$ cat src/rtl/acc_apb_pkg.sv
// Shared constants and types for the accelerator APB initiator.
package acc_apb_pkg;

    // Accelerator register map
    localparam logic [11:0] ACC_CTRL_ADDR   = 12'hFF0;
    localparam logic [11:0] ACC_FILTER_ADDR = 12'hFF4;
    localparam logic [11:0] ACC_MATRIX_ADDR = 12'hFF8;
    localparam logic [31:0] ACC_START_VAL   = 32'd1;

    // Transfer sequencer states
    typedef enum logic [1:0] {
        ST_IDLE   = 2'd0,
        ST_SETUP  = 2'd1,
        ST_ACCESS = 2'd2,
        ST_RESP   = 2'd3
    } apb_state_t;

    // Response status codes
    localparam logic [1:0] RSP_OK      = 2'b00;
    localparam logic [1:0] RSP_SLVERR  = 2'b01;
    localparam logic [1:0] RSP_TIMEOUT = 2'b10;

endpackage

$ cat src/rtl/acc_cmd_fifo.sv
// Small synchronous command FIFO with registered occupancy count.
module acc_cmd_fifo
    import acc_apb_pkg::*;
#(
    parameter int WIDTH = 45,
    parameter int DEPTH = 4
) (
    input  logic                       clk,
    input  logic                       rst,
    input  logic                       i_push,
    input  logic [WIDTH-1:0]           i_data,
    input  logic                       i_pop,
    output logic [WIDTH-1:0]           o_data,
    output logic                       o_full,
    output logic                       o_empty,
    output logic [$clog2(DEPTH+1)-1:0] o_count
);

    localparam int PTR_W = $clog2(DEPTH);
    localparam int CNT_W = $clog2(DEPTH+1);

    logic [WIDTH-1:0] r_mem [DEPTH];
    logic [PTR_W-1:0] r_wr_ptr;
    logic [PTR_W-1:0] r_rd_ptr;
    logic [CNT_W-1:0] r_count;
    logic             w_push_ok;
    logic             w_pop_ok;

    // A push while full is refused even if a pop happens in the same cycle
    assign w_push_ok = i_push && !o_full;
    assign w_pop_ok  = i_pop && !o_empty;

    assign o_full  = (r_count == CNT_W'(DEPTH));
    assign o_empty = (r_count == '0);
    assign o_count = r_count;
    assign o_data  = r_mem[r_rd_ptr];

    // Storage array; contents need no reset since occupancy gates every read
    always_ff @(posedge clk) begin
        if (w_push_ok) begin
            r_mem[r_wr_ptr] <= i_data;
        end
    end

    // Pointer and occupancy tracking; pointers wrap naturally (power-of-two depth)
    always_ff @(posedge clk) begin
        if (rst) begin
            r_wr_ptr <= '0;
            r_rd_ptr <= '0;
            r_count  <= '0;
        end else begin
            if (w_push_ok) r_wr_ptr <= r_wr_ptr + 1'b1;
            if (w_pop_ok)  r_rd_ptr <= r_rd_ptr + 1'b1;
            case ({w_push_ok, w_pop_ok})
                2'b10:   r_count <= r_count + 1'b1;
                2'b01:   r_count <= r_count - 1'b1;
                default: r_count <= r_count;
            endcase
        end
    end

endmodule

$ cat src/rtl/acc_apb_master.sv
// APB initiator: turns a valid/ready command stream into APB transfers,
// one response per command, with a PREADY timeout for forward progress.
module acc_apb_master
    import acc_apb_pkg::*;
#(
    parameter int ADDR_W     = 12,
    parameter int DATA_W     = 32,
    parameter int FIFO_DEPTH = 4,
    parameter int TIMEOUT    = 255
) (
    input  logic              clk,
    input  logic              rst,
    input  logic              cmd_valid,
    output logic              cmd_ready,
    input  logic              cmd_write,
    input  logic [ADDR_W-1:0] cmd_addr,
    input  logic [DATA_W-1:0] cmd_wdata,
    output logic              rsp_valid,
    input  logic              rsp_ready,
    output logic [DATA_W-1:0] rsp_rdata,
    output logic [1:0]        rsp_err,
    output logic              busy,
    output logic [ADDR_W-1:0] PADDR,
    output logic [DATA_W-1:0] PWDATA,
    output logic              PWRITE,
    output logic              PSEL,
    output logic              PENABLE,
    input  logic [DATA_W-1:0] PRDATA,
    input  logic              PREADY,
    input  logic              PSLVERR
);

    localparam int ENT_W  = 1 + ADDR_W + DATA_W;
    localparam int FCNT_W = $clog2(FIFO_DEPTH + 1);
    // Keep at least one bit so TIMEOUT=0 still elaborates
    localparam int CNT_W  = (TIMEOUT > 0) ? $clog2(TIMEOUT + 1) : 1;

    apb_state_t        r_state;
    logic [CNT_W-1:0]  r_wait;
    logic              w_push;
    logic              w_pop;
    logic              w_full;
    logic              w_empty;
    logic [FCNT_W-1:0] w_count;
    logic [ENT_W-1:0]  w_head;
    logic              w_head_write;
    logic [ADDR_W-1:0] w_head_addr;
    logic [DATA_W-1:0] w_head_wdata;

    assign cmd_ready = !w_full;
    assign w_push    = cmd_valid && !w_full;
    // Pop when idle, or straight out of RESP on a handshake to skip IDLE
    assign w_pop     = !w_empty &&
                       ((r_state == ST_IDLE) || ((r_state == ST_RESP) && rsp_ready));
    assign busy      = (w_count != '0) || (r_state != ST_IDLE);

    assign {w_head_write, w_head_addr, w_head_wdata} = w_head;

    acc_cmd_fifo #(
        .WIDTH (ENT_W),
        .DEPTH (FIFO_DEPTH)
    ) u_fifo (
        .clk     (clk),
        .rst     (rst),
        .i_push  (w_push),
        .i_data  ({cmd_write, cmd_addr, cmd_wdata}),
        .i_pop   (w_pop),
        .o_data  (w_head),
        .o_full  (w_full),
        .o_empty (w_empty),
        .o_count (w_count)
    );

    // Transfer sequencer with registered APB and response outputs
    always_ff @(posedge clk) begin
        if (rst) begin
            r_state   <= ST_IDLE;
            r_wait    <= '0;
            PSEL      <= 1'b0;
            PENABLE   <= 1'b0;
            PADDR     <= '0;
            PWRITE    <= 1'b0;
            PWDATA    <= '0;
            rsp_valid <= 1'b0;
            rsp_rdata <= '0;
            rsp_err   <= RSP_OK;
        end else begin
            case (r_state)
                ST_IDLE: begin
                    if (w_pop) begin
                        PADDR   <= w_head_addr;
                        PWRITE  <= w_head_write;
                        PWDATA  <= w_head_write ? w_head_wdata : '0;
                        PSEL    <= 1'b1;
                        r_state <= ST_SETUP;
                    end
                end
                ST_SETUP: begin
                    PENABLE <= 1'b1;
                    r_wait  <= '0;
                    r_state <= ST_ACCESS;
                end
                ST_ACCESS: begin
                    // PREADY is checked first so it wins over the last timeout cycle
                    if (PREADY) begin
                        PSEL      <= 1'b0;
                        PENABLE   <= 1'b0;
                        rsp_valid <= 1'b1;
                        rsp_rdata <= PWRITE ? '0 : PRDATA;
                        rsp_err   <= PSLVERR ? RSP_SLVERR : RSP_OK;
                        r_state   <= ST_RESP;
                    end else if ((TIMEOUT != 0) && (r_wait == CNT_W'(TIMEOUT - 1))) begin
                        PSEL      <= 1'b0;
                        PENABLE   <= 1'b0;
                        rsp_valid <= 1'b1;
                        rsp_rdata <= '0;
                        rsp_err   <= RSP_TIMEOUT;
                        r_state   <= ST_RESP;
                    end else begin
                        r_wait <= r_wait + 1'b1;
                    end
                end
                ST_RESP: begin
                    if (rsp_ready) begin
                        rsp_valid <= 1'b0;
                        if (w_pop) begin
                            PADDR   <= w_head_addr;
                            PWRITE  <= w_head_write;
                            PWDATA  <= w_head_write ? w_head_wdata : '0;
                            PSEL    <= 1'b1;
                            r_state <= ST_SETUP;
                        end else begin
                            r_state <= ST_IDLE;
                        end
                    end
                end
                default: r_state <= ST_IDLE;
            endcase
        end
    end

endmodule

$ cat config.mk
export PLATFORM = sky130hd
export DESIGN_NAME = acc_apb_master
export DESIGN_NICKNAME = d
export VERILOG_FILES = /design/src/rtl/acc_apb_pkg.sv /design/src/rtl/acc_cmd_fifo.sv /design/src/rtl/acc_apb_master.sv
export SDC_FILE = /design/constraint.sdc
export NUM_CORES = 1
export LEC_CHECK = 0
export CELL_PAD_IN_SITES_DETAIL_PLACEMENT = 2
export CELL_PAD_IN_SITES_GLOBAL_PLACEMENT = 2
export CORE_MARGIN = 3
export CORE_UTILIZATION = 38
export DETAILED_ROUTE_END_ITERATION = 10
export PLACE_DENSITY_LB_ADDON = 0.2
export SETUP_SLACK_MARGIN = 0.02
export SLEW_MARGIN = 10
export SYNTH_ARGS = -nofsm -noshare
export SYNTH_HDL_FRONTEND = slang
export SYNTH_SLANG_ARGS = --single-unit
$ cat constraint.sdc
create_clock -name clk -period 2.43 [get_ports clk]
set_input_delay 0.3645 -clock clk [delete_from_list [all_inputs] [get_ports clk]]
set_output_delay 0.3645 -clock clk [all_outputs]
set_load 0.01 [all_outputs]
==> impl_metrics.toml <==
[die]
dieHeight_microns = 171
initial_utilization = 0.391
io_pins = 167
rows = 59
fp.coreArea_sq_um = 26400
die-width_microns = 171
fp.dieArea_sq_um = 29100

[logic_synthesis]
ys_async_sr_fraction = 0
synth_area_leaders = "edfxtp_1 52%, dfxtp_1 20%, mux4_2 9.8%"
synth_top_area_cell = "edfxtp_1"
yosysMostFrequentCell = "edfxtp_1"
synth-main-ff-cell = "edfxtp_1"
synthCells = 608
yosysTopAreaCellShare = 0.525
synth_edf_count = 180
synth_nets = 703
yosys_register_bits = 281
yosys-top-cells-count = "180 x edfxtp_1, 101 x dfxtp_1, 45 x mux4_2"
synth.distinct_cells = 47
syn-cell-area_sq_um = 10300
yosysWarnings = 0
synth-seq-area-share = 0.721
avgSynthCellArea_sq_um = 16.9

[cts]
root_buffer = "clkbuf_16"
numCtsBuffers = 31
h-tree-depth = 1
clk_pin_slew_worst_paths_ps = 60
holdBufCountCts = 0
cts_tree = "done"
cts_max_path_buffers = 3
clock_latency_ps = 570
cts.sinks = 281

[placement]
io_buffer_count = 166
placed_area_sq_um = 12500
placed_cells = 1104
place_hpwl_mm = 16.3
gp_congestion = 0.748
place_ws_ps = -71.9

[timing]
rsz0062_at_grt = "false"
setup_ws_ps = 105
period_share = 0.957
drv_slew = 0
slew_headroom = 0.344
fin_skew_ps = 19.7
worstMarginPinSlew_ps = 982
final-hold-violation-count = 0
setup_viol = 0
timing.setup.tns_ps = 0
timing.fmax_ghz = 0.430
finalCriticalPeriod_ps = 2320

[global_route]
grt_first_pass_wirelength_mm = 41.3
grt_overflow_total = 0
grt_antenna_before_repair = 1
grt_pass1_vias = 6946
grt_max_degree = 46
grt_usage = 0.181

[setup_path]
crit_required_ps = 2910
crit_fanout = 4
cpMaxStageDelayCell = "or3b_4"
crit_type = "register to register"
critical_path.top_delay_family = "simple AND/OR/NAND/NOR gates"
cpPeakStageDelay_ps = 400
critPathArrivalTime_ps = 2800
start_kind = "register"
path_cells = "or3b_4 > and2_1 > inv_1 > ha_2 > inv_1 > fa_2 > xor2_1 > or3_1 > a21oi_1"
cpMostUsedCell = "inv_1"
crit_buf_inv = 2
worstSetupEndpointType = "register"

[cells_and_area]
drive_gt1_frac = 0.179
fin_area_sq_um = 13600
num-fill-cells = 2374
fin_util = 0.517
multi_input_area_sq_um = 2610
regArea_sq_um = 7440
nNetsFinal = 897
stdcell_count = 1163
areaGrowthSynthToFinish_pct = 32.4

[power]
pwr-share-seq = 0.414
p_sw_frac = 0.280
power_leakage_uw = 0.00467
ir_drop_mv = 0.727
power.switching_uw = 4120
pwr-share-comb = 0.248
clkPwrFrac = 0.338
internal_power_uw = 10600
power.density_nw_per_um2 = 1080

[routing]
drt_pass1_iterations = 4
ant_nets = 0
viasPerCell = 5.31
drt-wirelength-per-cell_microns = 22.9
drc_errors = 0
drt_iter0_drc = 357
num_vias = 6173
wirelength_mm = 26.6

[run]
maxCapViolCount = 0

[outcome]
status = "finished, final reports clean"

[hold_path]
worstHoldPathType = "input port to register"
-- metal layers --
layer,up-vias,GRT usage,wire length (microns),part of all wire
met1,3216,0.234,11300,0.42
met2,178,0.320,13600,0.51
met4,0,0.0346,364,0.014
met5,-,0,0,0
li1,2753,-,-,-
met3,26,0.0372,1390,0.052
-- layout by cell type, fill, tap and decap left out, types with 8 or more instances in the layout --
cell,Yosys,layout
edfxtp_1,180,180
buf_4,1,20
clkdlybuf4s50_1,0,165
nor2_1,26,25
a22o_1,33,33
ha_1,11,8
nand2_1,14,14
nand3_1,8,8
dfxtp_1,101,97
clkinv_2,0,8
a21oi_1,12,11
mux2i_1,13,13
mux4_2,45,45
o2bb2ai_1,32,32
clkbuf_16,0,32
inv_1,43,41
-- stage by stage --
step                      hold slack [ps]  total power [uW]
after global placement                453              9660
after global routing                  286             15500
after detailed placement              455              9860
final                                 281             14700
after CTS                             257             15000
after floorplan                       460              8180
-- power groups by stage --
stage	combinational, uW	sequential, uW	clock, uW
3_3_place_gp	3510	6140	0
3_5_place_dp	3660	6190	0
5_1_grt	3990	6180	5340
6_report	3650	6100	4970
4_1_cts	3730	6110	5130
2_1_floorplan	2030	6150	0
-- area by class of cell --
type,count,share of cell area
Antenna cell,1,0.000184
Clock buffer,40,0.0631
Clock inverter,18,0.0174
Inverter,43,0.0118
Multi-Input combinational cell,254,0.191
Sequential cell,281,0.545
Tap cell,335,0.0307
Timing Repair Buffer,191,0.140
-- path summary, 6_finish.rpt --
check             cells after the start                            from  slack, ps                              to
setup / recovery                      9  u_fifo.o_count[0]$_SDFFE_PP0P_        110  u_fifo.o_count[2]$_SDFFE_PP0P_
hold / removal                        2                             rst        280            PENABLE$_SDFFE_PP0P_
setup reg to reg                      9  u_fifo.o_count[0]$_SDFFE_PP0P_        110  u_fifo.o_count[2]$_SDFFE_PP0P_
hold reg to reg                       1          PWDATA[1]$_SDFFE_PP0P_        470          PWDATA[1]$_SDFFE_PP0P_
-- registers in the layout, indices dropped and copies added, names as in the netlist, named ones only --
name / flops
u_fifo.r_mem: 180
rsp_valid: 1
u_fifo.r_rd_ptr: 2
PSEL: 1
u_fifo.r_wr_ptr: 2
r_wait: 8
PWDATA: 32
PADDR: 12
u_fifo.o_count: 3
PENABLE: 1
PWRITE: 1
rsp_rdata: 32
r_state: 2
rsp_err: 2
-- repair_timing --
| item | 4_1_cts | 5_1_grt |
|---|---|---|
| pin swaps | 0 | 1 |
| buffers inserted | 0 | 0 |
| endpoints found under the setup margin | 1 | 9 |
| resized for setup | 1 | 9 |
| gates cloned | 0 | 0 |
-- kinds of logic after synthesis --
family	count (synthesis)	share of synthesized area
flops	281	0.721
simple gates	77	0.0396
mux	58	0.111
fa+ha+maj	12	0.0153
xor+xnor	5	0.00425
compound gates	102	0.0798
buf+inv	73	0.0289
(Power assumes the default switching activity.)
